## src/rtl/multicycle_control_fsm.sv

```systemverilog
// -----------------------------------------------------------------------------
// multicycle_control_fsm
//
// Multi-cycle sequencer for the mini-MIPS core. Each instruction is stepped
// through FETCH -> DECODE -> EXEC -> (MEM) -> (WB). EXEC is stretched for
// integer multiply and FP arithmetic. Retired instructions are counted.
//
// Ports
//   clk, rst             clock, asynchronous active-high reset
//   start, halt_req      run control (start from IDLE/HALT, halt after retire)
//   reg_write .. mtc1    decoder control bits, sampled in DECODE
//   alu_op, jump_src     decoder ALU op / jump source (10 = register)
//   branch_taken         branch comparator result, used live in EXEC
//   imem_req/imem_ready  instruction fetch handshake
//   dmem_req/dmem_we/dmem_ready  data access handshake
//   ir_write, pc_write, pc_sel   IR/PC update controls
//   gpr_we, fpr_we       integer / FP register file write enables
//   state, busy          current state encoding and running indicator
//   instr_count          retired instruction count (wraps)
// -----------------------------------------------------------------------------
module multicycle_control_fsm #(
  parameter int unsigned MUL_CYCLES = 4,
  parameter int unsigned FP_CYCLES  = 3
) (
  input  logic        clk,
  input  logic        rst,
  input  logic        start,
  input  logic        halt_req,
  input  logic        reg_write,
  input  logic        mem_read,
  input  logic        mem_write,
  input  logic        branch,
  input  logic        jump,
  input  logic        is_float,
  input  logic        mfc1,
  input  logic        mtc1,
  input  logic [3:0]  alu_op,
  input  logic [1:0]  jump_src,
  input  logic        branch_taken,
  output logic        imem_req,
  input  logic        imem_ready,
  output logic        dmem_req,
  output logic        dmem_we,
  input  logic        dmem_ready,
  output logic        ir_write,
  output logic        pc_write,
  output logic [1:0]  pc_sel,
  output logic        gpr_we,
  output logic        fpr_we,
  output logic [2:0]  state,
  output logic        busy,
  output logic [31:0] instr_count
);

  localparam logic [2:0] S_IDLE   = 3'd0;
  localparam logic [2:0] S_FETCH  = 3'd1;
  localparam logic [2:0] S_DECODE = 3'd2;
  localparam logic [2:0] S_EXEC   = 3'd3;
  localparam logic [2:0] S_MEM    = 3'd4;
  localparam logic [2:0] S_WB     = 3'd5;
  localparam logic [2:0] S_HALT   = 3'd6;

  localparam logic [1:0] PC_SEQ = 2'b00;
  localparam logic [1:0] PC_BR  = 2'b01;
  localparam logic [1:0] PC_JMP = 2'b10;
  localparam logic [1:0] PC_REG = 2'b11;

  logic [2:0]  state_q, state_d;
  logic [3:0]  cnt_q, cnt_d;
  logic        halt_pending_q, halt_pending_d;
  logic [31:0] instr_count_q;

  // Decoder controls captured in DECODE and held for the rest of the instruction
  logic        rw_q, mr_q, mw_q, br_q, jmp_q, flt_q, mfc1_q, mtc1_q;
  logic [1:0]  jsrc_q;

  logic        instr_end;
  logic        busy_w;
  logic        mul_op, fp_op;
  logic [3:0]  exec_len;

  // alu_op only decides the EXEC length, so it is consumed here in DECODE
  // and never latched.
  always_comb begin
    mul_op   = ~is_float & ((alu_op == 4'b0011) | (alu_op == 4'b0100) |
                            (alu_op == 4'b0101));
    fp_op    = is_float & reg_write & ~mfc1;
    exec_len = mul_op ? 4'(MUL_CYCLES) : (fp_op ? 4'(FP_CYCLES) : 4'd1);
  end

  assign busy_w = (state_q != S_IDLE) && (state_q != S_HALT);

  always_comb begin
    state_d   = state_q;
    cnt_d     = cnt_q;
    imem_req  = 1'b0;
    ir_write  = 1'b0;
    dmem_req  = 1'b0;
    dmem_we   = 1'b0;
    pc_write  = 1'b0;
    pc_sel    = PC_SEQ;
    gpr_we    = 1'b0;
    fpr_we    = 1'b0;
    instr_end = 1'b0;

    case (state_q)
      S_IDLE: begin
        if (start) state_d = S_FETCH;
      end

      S_FETCH: begin
        imem_req = 1'b1;
        if (imem_ready) begin
          ir_write = 1'b1;
          state_d  = S_DECODE;
        end
      end

      S_DECODE: begin
        cnt_d   = exec_len;
        state_d = S_EXEC;
      end

      S_EXEC: begin
        // A count of 0 can only come from an out-of-range parameter; treat it
        // like 1 so EXEC can never lock up.
        if (cnt_q > 4'd1) begin
          cnt_d = cnt_q - 4'd1;
        end else begin
          cnt_d = 4'd0;
          if (jmp_q) begin
            if (rw_q) begin
              state_d = S_WB;          // jal: PC written in WB with the link
            end else begin
              pc_write  = 1'b1;
              pc_sel    = (jsrc_q == 2'b10) ? PC_REG : PC_JMP;
              instr_end = 1'b1;
            end
          end else if (br_q) begin
            pc_write  = 1'b1;
            pc_sel    = branch_taken ? PC_BR : PC_SEQ;
            instr_end = 1'b1;
          end else if (mr_q | mw_q) begin
            state_d = S_MEM;
          end else if (rw_q | mtc1_q) begin
            state_d = S_WB;
          end else begin
            pc_write  = 1'b1;            // compares and undefined encodings
            pc_sel    = PC_SEQ;
            instr_end = 1'b1;
          end
        end
      end

      S_MEM: begin
        dmem_req = 1'b1;
        dmem_we  = mw_q;
        if (dmem_ready) begin
          if (mr_q) begin
            state_d = S_WB;
          end else begin
            pc_write  = 1'b1;
            pc_sel    = PC_SEQ;
            instr_end = 1'b1;
          end
        end
      end

      S_WB: begin
        // mtc1 targets the FPR file only; masking it out of gpr_we keeps the
        // two write enables exclusive even for malformed decoder output.
        gpr_we    = rw_q & ~(flt_q & ~mfc1_q) & ~mtc1_q;
        fpr_we    = (flt_q & rw_q & ~mfc1_q) | mtc1_q;
        pc_write  = 1'b1;
        pc_sel    = (jmp_q & rw_q) ? PC_JMP : PC_SEQ;
        instr_end = 1'b1;
      end

      S_HALT: begin
        if (start) state_d = S_FETCH;
      end

      default: begin
        state_d = S_IDLE;                // unused encoding 7
      end
    endcase

    if (instr_end) begin
      state_d = (halt_pending_q | halt_req) ? S_HALT : S_FETCH;
    end

    halt_pending_d = halt_pending_q;
    if (busy_w && halt_req) halt_pending_d = 1'b1;
    if (state_d == S_HALT)  halt_pending_d = 1'b0;
  end

  always_ff @(posedge clk or posedge rst) begin
    if (rst) begin
      state_q        <= S_IDLE;
      cnt_q          <= 4'd0;
      halt_pending_q <= 1'b0;
      instr_count_q  <= 32'd0;
      rw_q           <= 1'b0;
      mr_q           <= 1'b0;
      mw_q           <= 1'b0;
      br_q           <= 1'b0;
      jmp_q          <= 1'b0;
      flt_q          <= 1'b0;
      mfc1_q         <= 1'b0;
      mtc1_q         <= 1'b0;
      jsrc_q         <= 2'b00;
    end else begin
      state_q        <= state_d;
      cnt_q          <= cnt_d;
      halt_pending_q <= halt_pending_d;
      if (instr_end) instr_count_q <= instr_count_q + 32'd1;
      if (state_q == S_DECODE) begin
        rw_q   <= reg_write;
        mr_q   <= mem_read;
        mw_q   <= mem_write;
        br_q   <= branch;
        jmp_q  <= jump;
        flt_q  <= is_float;
        mfc1_q <= mfc1;
        mtc1_q <= mtc1;
        jsrc_q <= jump_src;
      end
    end
  end

  assign state       = state_q;
  assign busy        = busy_w;
  assign instr_count = instr_count_q;

endmodule

```

## config.mk

```make
export PLATFORM = sky130hd
export DESIGN_NAME = multicycle_control_fsm
export DESIGN_NICKNAME = d
export VERILOG_FILES = /design/src/rtl/multicycle_control_fsm.sv
export SDC_FILE = /design/constraint.sdc
export NUM_CORES = 1
export LEC_CHECK = 0
export BUFFER_PORTS_ARGS = -buffer_cell sky130_fd_sc_hd__buf_2
export CELL_PAD_IN_SITES_DETAIL_PLACEMENT = 1
export CELL_PAD_IN_SITES_GLOBAL_PLACEMENT = 1
export CORE_UTILIZATION = 37
export DETAILED_ROUTE_END_ITERATION = 10
export GPL_ROUTABILITY_DRIVEN = 1
export GPL_TIMING_DRIVEN = 0
export PLACE_DENSITY = 0.83
export SETUP_SLACK_MARGIN = 0.1
export SLEW_MARGIN = 10
export SYNTH_ARGS = -nofsm -noshare
export SYNTH_HDL_FRONTEND = slang
export SYNTH_SLANG_ARGS = --single-unit
```

## constraint.sdc

```tcl
create_clock -name clk -period 2 [get_ports clk]
set_clock_uncertainty 0.2 [all_clocks]
set_input_delay 0.4 -clock clk [delete_from_list [all_inputs] [get_ports clk]]
set_output_delay 0.4 -clock clk [all_outputs]
set_load 0.03 [all_outputs]
```

* Word-level counts from Yosys, hierarchy flattened
Cells that the tools add are included.
** Word-level totals
- Flip-flop bits (word level) :: 50
- Bits in latches :: 0
- Memory bits (writable) :: 0
- ROM bits :: 0
- Input bits :: 21
- Output and inout bits :: 45
- Word-level logic and storage cells :: 98
- Memories :: 0
** Operators by class
- Add/sub/neg operators :: 2
- $mul :: 0
- Divide/modulo/power cells :: 0
- Order comparisons :: 1
- Equal/unequal tests :: 12
- Shift operators :: 0
- Muxes and demuxes :: 43
- Bitwise logic cells :: 20
- Reductions and logical operators :: 7
** Operators with widths (count)
- $mux W3 :: 13
- $add A32 B1 Y32 const B :: 1
- $mux W1 :: 20
- $pmux W3 S6 :: 1
- $eq A3 B3 Y1 const B :: 4
- $mux W2 :: 5
- $and A1 B1 Y1 :: 9
- $eq A4 B3 Y1 const B :: 2
- $pmux W4 S2 :: 1
- $eq A3 B2 Y1 const B :: 2
- $or A1 B1 Y1 :: 6
- $not A1 Y1 :: 5
- $eq A4 B2 Y1 const B :: 1
- $gt A4 B1 Y1 const B :: 1
- $mux W4 :: 1
- $pmux W2 S2 :: 1
- $reduce_bool A2 Y1 :: 2
- $sub A4 B1 Y4 const B :: 1
- $eq A3 B1 Y1 const B :: 1
- $logic_not A3 Y1 :: 1
- $ne A3 B3 Y1 const B :: 1
- $pmux W1 S3 :: 1
- $reduce_bool A3 Y1 :: 1
- $eq A2 B2 Y1 const B :: 1
- other kinds (2) :: 3

* Longest topological paths before layout
Gate-level depths: netlist of run 1.
- Depth in word-level cells :: 10
- Depth in mapped cells :: 8
- Gate-level depth less buffers :: 7

* Least setup slack after synthesis of run 1
OpenSTA, ideal clock, no wires.
- Kind :: reg2out
- Start :: register state_q[2] (netlist: state[2])
- End :: output gpr_we
- Data arrival time :: 2.090 ns
- Required time :: 1.400 ns
- Setup slack :: -0.690 ns
- Cell stages (with the launch flop) :: 5
- Path buffers :: 1
- Cells stage by stage :: dfrtp_1 buf_2 nor2b_1 nand2_1 nor4b_1
** On the way
- Cells in the longest elaborated chain, start to end :: 2
** Ends and longest elaborated chain
- from (decl) :: RTL line 68 : logic [2:0] state_q, state_d;
- from (signal assigned) :: RTL line 213 : state_q <= state_d;
- $eq A3 B3 Y1 :: RTL line 106 : case (state_q)
- $mux W1 :: RTL line 106
- to (decl) :: RTL line 48 : output logic gpr_we,
Every way passes these cells.

* Final worst setup path of run 1
- Start :: register cnt_q[0]
- End :: output pc_write
** On the way
- Cells in the longest elaborated chain, start to end :: 3
** Ends and longest elaborated chain
- from (decl) :: RTL line 69 : logic [3:0] cnt_q, cnt_d;
- from (signal assigned) :: RTL line 214 : cnt_q <= cnt_d;
- $gt A4 B1 Y1 :: RTL line 127 : if (cnt_q > 4'd1) begin
- $mux W1 :: RTL line 127
- $pmux W1 S3 :: RTL line 106
- to (decl) :: RTL line 46 : output logic pc_write,
Every way passes these cells.

==> results.md, run 1 <==
| Item | Reported |
| --- | --- |
| Endpoint kind of the worst setup timing path | output pin |
| Final Util | 0.594 |
| # diodes | 0 |
| Initial antenna violation count | 0 |
| HPWL Detailed | 5230 µm |
| Post-route antenna net violation count | 0 |
| Weighted congestion reported at the end of routability-driven placement | 0.789 |
| Number of nets in the finished design | 378 |
| Number of synthesized register bits | 50 |
| Most frequently used flop master after synthesis | sky130_fd_sc_hd__dfrtp_1 |
| Area growth from synthesis to layout | 54.1% |
| Mean number of vias per cell | 5.44 |
| Source of the worst hold timing path | mem_write |
| CTS clk-pin slew, worst paths | 90 ps |
| Maximum Capacitance Violations | 0 |
| Multiplexer share of the synthesized area | 0.0507 |
| Worst EP required | 1400 ps |
| DIE AREA | 7410 µm² |
| Area of all placed cells without fillers | 4030 µm² |
| Number of max-slew violations in the final report | 0 |
| CTS buffer count | 5 |
| Clock sink total | 50 |
| Worst relative slew slack | 0.623 |
| Power density cells | 1330 nW/µm² |
| Post-route minimum period | 2430 ps |
| Result of the run | complete, but fails checks |
| Number of vias after detailed routing | 2452 |
| CTS tree | built |
| Compound-cell area share of the yosys netlist | 0.0626 |
| Routing layer with the top usage in global route | met2 |
| Distinct cells, synth | 46 |
| Violated checks | negative setup slack |
| Simple-Gate Fraction of Synth Area | 0.258 |
| Final number of hold-violating endpoints | 0 |
| Net count of the mapped netlist | 276 |
| Combined area of all synthesized cells | 2620 µm² |
| Area fraction of the dominant cell type after synthesis | 0.478 |
| Vias in the first global route | 2572 |
| Core Region | 6790 µm² |
| Mapped Avg Cell Area | 10.4 µm² |
| FILL cells | 727 |
| GRT Resource Usage Total | 0.250 |
| Fraction of final layout cells with drive strength greater than 1 | 0.530 |
| Longest Clk Path Bufs | 2 |
| Met1 Resource Use GR | 0.322 |
| Number of H-tree branching levels | 2 |
| Number of standard cells after synthesis | 252 |
| Worst hold-check path type | in2reg |
| Arrival @ worst endpoint | 1830 ps |
| Detailed router's first-iteration violation count | 83 |
| Launch instance of the worst register-to-register path | rw_q |
| Number of standard cells in the final layout excluding fillers | 451 |
| Post-synth ARST share | 1.00 |
| Number of synthesized flops with an enable pin | 0 |
| Most frequent cells in the layout | sky130_fd_sc_hd__buf_2, sky130_fd_sc_hd__dfrtp_1, sky130_fd_sc_hd__nand2_1, sky130_fd_sc_hd__buf_4, sky130_fd_sc_hd__buf_6 |
| Share of the synthesized netlist area taken by xor and xnor gates | 0.104 |
| Setup repair after global routing missed its margin | true |
| Critical Path Source | cnt_q[0] |
| Fraction of met2 tracks used by global routing | 0.431 |
| Critical path launch point type | flop |
| Combinational family with the most area after synthesis | simple AND/OR/NAND/NOR gates |
| Actual slew at the worst max-slew pin | 566 ps |
| Post-synthesis adder-cell area fraction | 0.0143 |
| Number of cells traversed by the worst register-to-register path | 8 |
| Top-level port count | 66 |
| Peak Freq | 0.411 GHz |
| Number of input and output port buffers inserted | 65 |
| Insertion delay to the later sink of the worst-skew pair | 320 ps |
| Post-route DRC violation count | 0 |
| Largest fanout of any net on the critical path | 4 |
| Initial DRT Pass Iterations | 4 |
| Cells on Worst Hold Path | 2 |
| Most common library cell in the layout ignoring fill and taps | sky130_fd_sc_hd__buf_2 |
| Sequential area share after synthesis | 0.478 |
| Area occupied by registers | 1270 µm² |
| Overflow left after global routing | 0 |
| Multi-input logic area | 1690 µm² |
| Largest net degree at the start of global routing | 39 |
| Library cell used as clock root buffer | sky130_fd_sc_hd__clkbuf_8 |
| Worst Setup Path Type | reg2out |
| Routed len/inst | 20.9 µm |
| Overall die width | 86.1 µm |
| Placement-stage cell area | 3320 µm² |
| Warning count from the yosys run | 0 |
| Worst hold margin | 126 ps |
| Total of endpoints with negative setup slack in the final report | 44 |
| Cell leakage power | 2.05 nW |
| DIE HEIGHT | 86.1 µm |
| Worst Slack Setup Final | -435 ps |
| Global-route wire length before repair | 14100 µm |
| Placed instance count | 414 |
| Cell type with the largest total area after synthesis | sky130_fd_sc_hd__dfrtp_1 |
| Post-route clock period utilization | 1.22 |
| Starting utilization of the core area | 0.385 |
| Met3 Track Usage GR | 0.0279 |
| Num rows | 30 |
| Ranking of synthesized cells by area | sky130_fd_sc_hd__dfrtp_1, sky130_fd_sc_hd__xnor2_1, sky130_fd_sc_hd__xor2_1 |
| Max rail drop VDD | 0.589 mV |
| Wire length reported by the detailed router | 9410 µm |
## registers in the layout (all words and copies together) (netlist names)
signal          flops
jsrc_q              2
halt_pending_q      1
mtc1_q              1
cnt_q               4
flt_q               1
mw_q                1
jmp_q               1
mfc1_q              1
instr_count        32
rw_q                1
mr_q                1
br_q                1
state               3
## worst max-delay path, cell delays in order, from the launching register on
cell	delay, ps
sky130_fd_sc_hd__dfrtp_1	430
sky130_fd_sc_hd__inv_1	80
sky130_fd_sc_hd__ha_2	200
sky130_fd_sc_hd__or2_4	270
sky130_fd_sc_hd__a41oi_4	210
sky130_fd_sc_hd__clkinv_4	90
sky130_fd_sc_hd__buf_8	130
sky130_fd_sc_hd__buf_6	130
## logic make-up after synthesis
| family | after synthesis |
|---|---|
| compound gates | 24 |
| xor+xnor | 31 |
| fa+ha+maj | 3 |
| buf+inv | 16 |
| flops | 50 |
| mux | 12 |
| simple gates | 116 |
## cells in the mapped netlist (2+ instances only)
| master | n |
|---|---|
| sky130_fd_sc_hd__or3_1 | 2 |
| sky130_fd_sc_hd__nor2_1 | 13 |
| sky130_fd_sc_hd__nor3_1 | 6 |
| sky130_fd_sc_hd__buf_2 | 5 |
| sky130_fd_sc_hd__a31oi_1 | 3 |
| sky130_fd_sc_hd__and3_1 | 7 |
| sky130_fd_sc_hd__nand2_1 | 22 |
| sky130_fd_sc_hd__nor2b_1 | 5 |
| sky130_fd_sc_hd__and4_1 | 4 |
| sky130_fd_sc_hd__o21ai_0 | 5 |
| sky130_fd_sc_hd__and2_1 | 7 |
| sky130_fd_sc_hd__ha_1 | 3 |
| sky130_fd_sc_hd__dfrtp_1 | 50 |
| sky130_fd_sc_hd__xnor2_1 | 16 |
| sky130_fd_sc_hd__nand3b_1 | 2 |
| sky130_fd_sc_hd__nor4_1 | 10 |
| sky130_fd_sc_hd__clkbuf_1 | 3 |
| sky130_fd_sc_hd__mux2i_1 | 2 |
| sky130_fd_sc_hd__nand4_1 | 14 |
| sky130_fd_sc_hd__nand2b_1 | 3 |
| sky130_fd_sc_hd__inv_1 | 5 |
| sky130_fd_sc_hd__xor2_1 | 15 |
| sky130_fd_sc_hd__nand3_1 | 9 |
| sky130_fd_sc_hd__o31a_1 | 2 |
| sky130_fd_sc_hd__a21oi_1 | 7 |
| sky130_fd_sc_hd__or2_2 | 2 |
| sky130_fd_sc_hd__mux2_2 | 10 |
| sky130_fd_sc_hd__nor4b_1 | 2 |
## final cells by class
cell class              count  share of cell area
inverters                   6             0.00683
repair buffers             95               0.177
flip-flops and latches     50               0.314
well taps                  96              0.0298
clock buffers               6              0.0180
clock inverters             2             0.00341
plain buffers              10              0.0310
multi-input cells         186               0.420
## power breakdown
part / switching [W] / internal [W] / total (W)
registers: 0.000274 / 0.00124 / 0.00152
clock network: 0.000375 / 0.000251 / 0.000626
logic: 0.00171 / 0.00150 / 0.00321
## stage by stage
| step | setup WS, ps | total power, W | setup TNS [ps] |
|---|---|---|---|
| floorplan | -48.9 | 0.00306 | -583 |
| global placement | -611 | 0.00349 | -28870 |
| detailed placement | -419 | 0.00359 | -6170 |
| CTS | -363 | 0.00494 | -6900 |
| global route | -489 | 0.00557 | -13360 |
| finish | -435 | 0.00536 | -11080 |
## what timing repair did
| item | in CTS | in global routing |
|---|---|---|
| endpoints found under the hold margin | 12 | 0 |
| resized for setup | 57 | 18 |
| gates cloned | 2 | 1 |
| pin swaps | 16 | 27 |
| hold buffers | 1 | 0 |
| setup endpoints to repair | 53 | 54 |
| buffers inserted | 17 | 8 |
## metal layers
layer | share of wire | wire length (µm)
met1 | 0.43 | 4030
met2 | 0.51 | 4850
met3 | 0.023 | 217
met4 | 0.034 | 319
met5 | 0 | 0
## final timing paths
kind	to	slack (ps)
min in group asynchronous	mfc1_q	410
worst min-delay path	mw_q	130
worst max register to register	instr_count[31]	-410
worst max-delay path	pc_write	-430
max in group asynchronous	state[0]	650
worst min register to register	instr_count[7]	310
(Power assumes the default switching activity.)
==> run 2: changes to the inputs <==
- BUFFER_PORTS_ARGS: -buffer_cell sky130_fd_sc_hd__buf_2 -> unset
- CAP_MARGIN: unset -> 20
- CORE_UTILIZATION: 37 -> 43
- DONT_BUFFER_PORTS: unset -> 1
- PLACE_DENSITY: 0.83 -> 0.81
==> run 2 against run 1 <==
Compared with the run above:
- the run still ends with negative setup slack left
- cell count is 16% lower
- critical path type unchanged
- clock power is essentially flat
- critical endpoint is now pc_sel[1]
- largest power group unchanged
- sequential power is 12% higher
- global-route usage up 4.6 points
- register-to-register slack improved by 100 ps
- count of clock-buffer cells in the layout did not move
- total power up 4.2%
- via count fell by 3.0%
- core utilization grew 6.1 points
- sequential share of layout area grew 1.7 points
- critical path depth down 1
==> results.md, run 2 (synthesis results as in run 1) <==
| Item | Reported | vs previous |
| --- | --- | --- |
| Result of the run | complete, but fails checks |  |
| Violated checks | negative setup slack |  |
| Longest Clk Path Bufs | 2 | unchanged |
| CTS tree | built |  |
| Critical path launch point type | flop |  |
| Mean number of vias per cell | 6.24 | +15% |
| # diodes | 0 | unchanged |
| Setup repair after global routing missed its margin | true |  |
| R2R setup slack | -310 ps | +100 ps |
| Detailed router's first-iteration violation count | 124 | +49% |
| CTS buffer count | 5 | unchanged |
| Cells on Worst Hold Path | 1 | -1 |
| Insertion delay to the later sink of the worst-skew pair | 320 ps | about the same |
| Area growth from synthesis to layout | 47.2% |  |
| Number of standard cells in the final layout excluding fillers | 381 | -16% |
| Peak Freq | 0.409 GHz | -0.53% |
| Overall die width | 80 µm | -7.1% |
| Power density cells | 1450 nW/µm² | +9.1% |
| Placed instance count | 328 | -21% |
| Launch instance of the worst register-to-register path | state[1] |  |
| Clock sink total | 50 | unchanged |
| Max reg flops | 32 | unchanged |
| Most frequent cells in the layout | sky130_fd_sc_hd__dfrtp_1, sky130_fd_sc_hd__buf_4, sky130_fd_sc_hd__dfrtp_2 |  |
| Final Util | 0.654 | +0.0608 |
| Num rows | 28 | -6.7% |
| FILL cells | 595 | -18% |
| Area occupied by registers | 1280 µm² | +0.79% |
| Actual slew at the worst max-slew pin | 659 ps | +92.4 ps |
| Endpoint kind of the worst setup timing path | output pin |  |
| Top-level port count | 66 | unchanged |
| Post-route minimum period | 2450 ps | +12.9 ps |
| Number of cells traversed by the worst register-to-register path | 10 | +2 |
| Worst hold-check path type | in2reg |  |
| End of the worst register-to-register path | instr_count[26] |  |
| Total of endpoints with negative setup slack in the final report | 45 | +2.3% |
| Number of H-tree branching levels | 2 | unchanged |
| Post-route clock period utilization | 1.22 | +0.00644 |
| Post-route DRC violation count | 0 | unchanged |
| Most common library cell in the layout ignoring fill and taps | sky130_fd_sc_hd__dfrtp_1 |  |
| Worst hold margin | 27.3 ps | -99.0 ps |
| Largest fanout of any net on the critical path | 5 | +1 |
| Multi-input logic area | 1720 µm² | +1.8% |
| Largest net degree at the start of global routing | 29 | -26% |
| Fraction of final layout cells with drive strength greater than 1 | 0.493 | -0.0361 |
| GRT Resource Usage Total | 0.296 | +0.0459 |
| Post-route antenna net violation count | 0 | unchanged |
| Number of input and output port buffers inserted | 0 | -100% |
| Starting utilization of the core area | 0.445 | +0.0594 |
| Weighted congestion reported at the end of routability-driven placement | 0.837 | +6.1% |
| Arrival @ worst endpoint | 1850 ps | +20 ps |
| Worst Setup Path Type | reg2out |  |
| Worst EP required | 1400 ps | about the same |
| Overflow left after global routing | 0 | unchanged |
| Final number of hold-violating endpoints | 0 | unchanged |
| Initial DRT Pass Iterations | 5 | +1 |
| Global-route wire length before repair | 13600 µm | -3.3% |
| Endpoint of the worst hold path | br_q |  |
| CTS clk-pin slew, worst paths | 100 ps | about the same |
| Cell leakage power | 1.79 nW | -13% |
| Max rail drop VDD | 0.811 mV | +38% |
| DIE HEIGHT | 80 µm | -7.1% |
| DIE AREA | 6400 µm² | -14% |
| Source of the worst hold timing path | branch |  |
| Number of max-slew violations in the final report | 0 | unchanged |
| Wire length reported by the detailed router | 9840 µm | +4.5% |
| Worst Slack Setup Final | -448 ps | -12.9 ps |
| HPWL Detailed | 4760 µm | -9.0% |
| Vias in the first global route | 2463 | -4.2% |
| Core Region | 5890 µm² | -13% |
| Maximum Capacitance Violations | 0 | unchanged |
| Routed len/inst | 25.8 µm | +24% |
| Number of vias after detailed routing | 2378 | -3.0% |
| Worst relative slew slack | 0.560 | -0.0622 |
| Number of nets in the finished design | 329 | -13% |
| Initial antenna violation count | 0 | unchanged |
| Library cell used as clock root buffer | sky130_fd_sc_hd__clkbuf_8 |  |
==> run 2: cell count changes in the layout (fill, tap and decap cells not counted), sizes merged <==
cell | before | now
buf | 100 | 52
inv | 6 | 5
bufbuf | 1 | 0
clkinv | 2 | 3
==> run 2: repair_timing <==
item,in CTS,in global routing
buffers inserted,26,17
resized for setup,65,27
pin swaps,33,25
gates cloned,4,0
hold buffers,1,0
endpoints found under the setup margin,55,56
hold endpoints to repair,27,0
==> run 2: metal layers <==
metal,global-route usage,vias to the layer above,share of wire
met1,0.353,1241,0.40
met2,0.497,98,0.51
met4,0.127,0,0.029
met3,0.0834,25,0.057
li1,-,1014,-
met5,0,-,0
==> run 2: worst max-delay path by stage <==
| stage | from | end | slack [ps] | cells past startpoint |
|---|---|---|---|---|
| global route | state[1] | pc_sel[1] | -470 | 6 |
| global placement | rst | instr_count[8] | -570 | 1 |
| detailed placement | instr_count[9] | instr_count[27] | -480 | 6 |
| finish | state[2] | pc_sel[1] | -450 | 6 |
| CTS | state[1] | gpr_we | -420 | 5 |
| floorplan | rw_q | instr_count[6] | -50 | 7 |
==> run 2: final cells by class <==
class	instances	area share
Multi-Input combinational cell	186	0.448
Sequential cell	50	0.332
Timing Repair Buffer	47	0.136
Buffer	9	0.0305
Tap cell	75	0.0244
Clock buffer	6	0.0188
Inverter	6	0.00715
Clock inverter	2	0.00357
==> run 2: stage by stage <==
stage	worst slack, ps	TNS, ps	cell area, µm²	total power, W
after floorplan	-48.9	-583	2860	0.00306
after global placement	-571	-29660	2950	0.00337
after detailed placement	-475	-8960	2980	0.00346
after CTS	-418	-10490	3670	0.00504
after global routing	-468	-13260	3850	0.00580
final	-448	-10800	3850	0.00558
==> run 2: worst max-delay path, cell delays in order (launching register included) <==
cell	delay, ps
sky130_fd_sc_hd__dfrtp_2	500
sky130_fd_sc_hd__buf_8	160
sky130_fd_sc_hd__nor2b_4	100
sky130_fd_sc_hd__and2_4	190
sky130_fd_sc_hd__nand3_4	90
sky130_fd_sc_hd__mux2i_1	230
sky130_fd_sc_hd__and2_4	250
==> run 2: power by group <==
part | leakage [nW] | internal [W] | total, W | switching (W)
logic | 1.11 | 0.00156 | 0.00325 | 0.00169
registers | 0.626 | 0.00124 | 0.00171 | 0.000467
clock network | 0.0452 | 0.000248 | 0.000623 | 0.000375
total | 1.79 | 0.00305 | 0.00558 | 0.00253
==> run 3: changes to the inputs <==
- CORE_MARGIN: unset -> 2
==> run 3 against run 2 <==
Compared with the run above:
- the run still ends with negative setup slack left
- core utilization up 2.6 points
- total power up 7.8%
- largest cell class unchanged
- non-clock buffer count up 5
- worst setup slack worse by 120 ps
- maximum frequency down 4.7%
- combinational power up 12%
- critical path type is now reg2reg
==> results.md, run 3 (synthesis results as in run 1) <==
| Item | Reported | vs previous |
| --- | --- | --- |
| Mean number of vias per cell | 6.30 | +0.90% |
| Total of endpoints with negative setup slack in the final report | 55 | +22% |
| GRT Resource Usage Total | 0.286 | -0.0101 |
| Result of the run | complete, but fails checks |  |
| Overall die width | 82 µm | +2.5% |
| CTS buffer count | 5 | unchanged |
| # diodes | 0 | unchanged |
| Worst EP required | 2040 ps | +640 ps |
| Biggest cell delay along the critical path | 490 ps | about the same |
| Worst Setup Path Type | reg2reg |  |
| Weighted congestion reported at the end of routability-driven placement | 0.796 | -4.9% |
| Peak Freq | 0.389 GHz | -4.7% |
| Switch share | 0.444 | -0.00920 |
| Clock sink total | 50 | unchanged |
| Worst relative slew slack | 0.517 | -0.0432 |
| Post-route antenna net violation count | 0 | unchanged |
| CTS clk-pin slew, worst paths | 110 ps | about the same |
| Area growth from synthesis to layout | 52.9% |  |
| Endpoint kind of the worst setup timing path | flop |  |
| Slowest CP cell | sky130_fd_sc_hd__dfrtp_1 |  |
| Number of max-slew violations in the final report | 0 | unchanged |
| Cell family with most CP delay | buffers and inverters |  |
| CP bufs+invs | 6 | +5 |
| CP most frequent cell | sky130_fd_sc_hd__buf_6 |  |
| Power density cells | 1500 nW/µm² | +3.8% |
| Setup repair after global routing missed its margin | true |  |
| HPWL Detailed | 4800 µm | +0.81% |
| Maximum Capacitance Violations | 0 | unchanged |
| Fin Setup TNS | -15600 ps | -4810 ps |
| Global-route wire length before repair | 14000 µm | +2.7% |
| Max rail drop VDD | 0.875 mV | +7.9% |
| Initial DRT Pass Iterations | 4 | -1 |
| Max reg flops | 32 | unchanged |
| Clock share of power | 0.112 | about the same |
| Top-level port count | 66 | unchanged |
| Library cell used as clock root buffer | sky130_fd_sc_hd__clkbuf_8 |  |
| Cell leakage power | 1.88 nW | +5.1% |
| Overflow left after global routing | 0 | unchanged |
| CP Cell Sequence | inv_1, ha_2, or2_4, a41oi_4, clkinv_4, buf_4, buf_6, buf_6, buf_8, nand4_1, xnor2_1 |  |
| Cell-internal power | 0.00334 W | +9.6% |
| Insertion delay to the later sink of the worst-skew pair | 330 ps | about the same |
| Initial antenna violation count | 0 | unchanged |
| Most common library cell in the layout ignoring fill and taps | sky130_fd_sc_hd__dfrtp_1 |  |
| Post-route minimum period | 2570 ps | +120 ps |
| Violated checks | negative setup slack |  |
| Starting utilization of the core area | 0.445 | unchanged |
| FILL cells | 559 | -6.1% |
| Arrival @ worst endpoint | 2610 ps | +760 ps |
| Actual slew at the worst max-slew pin | 723 ps | +64.7 ps |
| Critical path launch point type | flop |  |
| Number of H-tree branching levels | 2 | unchanged |
| DIE AREA | 6720 µm² | +5.1% |
| Routed len/inst | 28.3 µm | +9.6% |
| Core Region | 5890 µm² | unchanged |
| Detailed router's first-iteration violation count | 139 | +12% |
| Num rows | 28 | unchanged |
| DIE HEIGHT | 82 µm | +2.5% |
| Worst hold-check path type | in2reg |  |
| Vias in the first global route | 2516 | +2.2% |
| NetSw | 0.00267 W | +5.6% |
| Most frequent cells in the layout | sky130_fd_sc_hd__dfrtp_1, sky130_fd_sc_hd__buf_4, sky130_fd_sc_hd__buf_6 |  |
| Comb pwr share | 0.605 | +0.023 |
| Number of input and output port buffers inserted | 0 | unchanged |
| Worst Slack Setup Final | -568 ps | -120 ps |
| Wire length reported by the detailed router | 10900 µm | +11% |
| Largest net degree at the start of global routing | 31 | +6.9% |
| Longest Clk Path Bufs | 2 | unchanged |
| CTS tree | built |  |
| Number of nets in the finished design | 334 | +1.5% |
| Final number of hold-violating endpoints | 0 | unchanged |
| Largest fanout of any net on the critical path | 5 | unchanged |
| Post-route DRC violation count | 0 | unchanged |
| Final Util | 0.680 | +0.0255 |
| Fraction of final layout cells with drive strength greater than 1 | 0.492 | -0.00150 |
| Share of total power in sequential cells | 0.282 | -0.025 |
| Post-route clock period utilization | 1.28 | +0.0600 |
| Number of vias after detailed routing | 2431 | +2.2% |
-- run 3: cell type report --
type	count	area, µm²	area share
buffer	10	131	0.0328
clock buffer	7	86.3	0.0216
clock inverter	1	8.76	0.00219
inverter	6	27.5	0.00688
multi-input combinational	186	1780	0.444
sequential	50	1270	0.318
tap	75	93.8	0.0235
timing repair buffer	51	602	0.150
-- run 3: per-layer routing --
metal | track usage | vias to the layer above | routed length (µm)
met1 | 0.369 | 1275 | 4460
met5 | 0 | - | 0
met3 | 0.0736 | 24 | 802
met2 | 0.470 | 113 | 5430
li1 | - | 1019 | -
met4 | 0.0900 | 0 | 227
-- run 3: power groups by stage --
stage / registers, W / logic [W] / clock network [W]
after floorplan: 0.00158 / 0.00148 / 0
after CTS: 0.00162 / 0.00295 / 0.000655
after global routing: 0.00172 / 0.00377 / 0.000720
final: 0.00170 / 0.00364 / 0.000675
after global placement: 0.00164 / 0.00173 / 0
after detailed placement: 0.00166 / 0.00180 / 0
-- run 3: stage by stage --
stage	setup WS (ps)	total power (W)	instance area, µm²	hold WS, ps	instances
final	-568	0.00602	4000	3.61	386
after global routing	-626	0.00621	4000	2.38	386
after CTS	-363	0.00523	3770	29.5	374
after detailed placement	-429	0.00345	2980	218	328
after global placement	-534	0.00337	2950	287	327
after floorplan	-48.9	0.00306	2860	273	252
-- run 3: worst paths after layout --
check | cells past startpoint | start | end | slack (ps)
setup / recovery | 11 | cnt_q[0] | instr_count[26] | -570
setup reg to reg | 11 | cnt_q[0] | instr_count[26] | -570
max in group asynchronous | 3 | rst | instr_count[3] | 580
min in group asynchronous | 2 | rst | br_q | 430
hold reg to reg | 1 | flt_q | flt_q | 320
hold / removal | 1 | mem_write | mw_q | 4
-- run 3: repair_timing --
action | CTS | global route
buffers inserted | 32 | 18
cloned | 5 | 0
hold buffers | 1 | 0
setup endpoints to repair | 54 | 60
hold endpoints to repair | 29 | 0
gates resized for setup | 58 | 42
pin swaps | 23 | 39
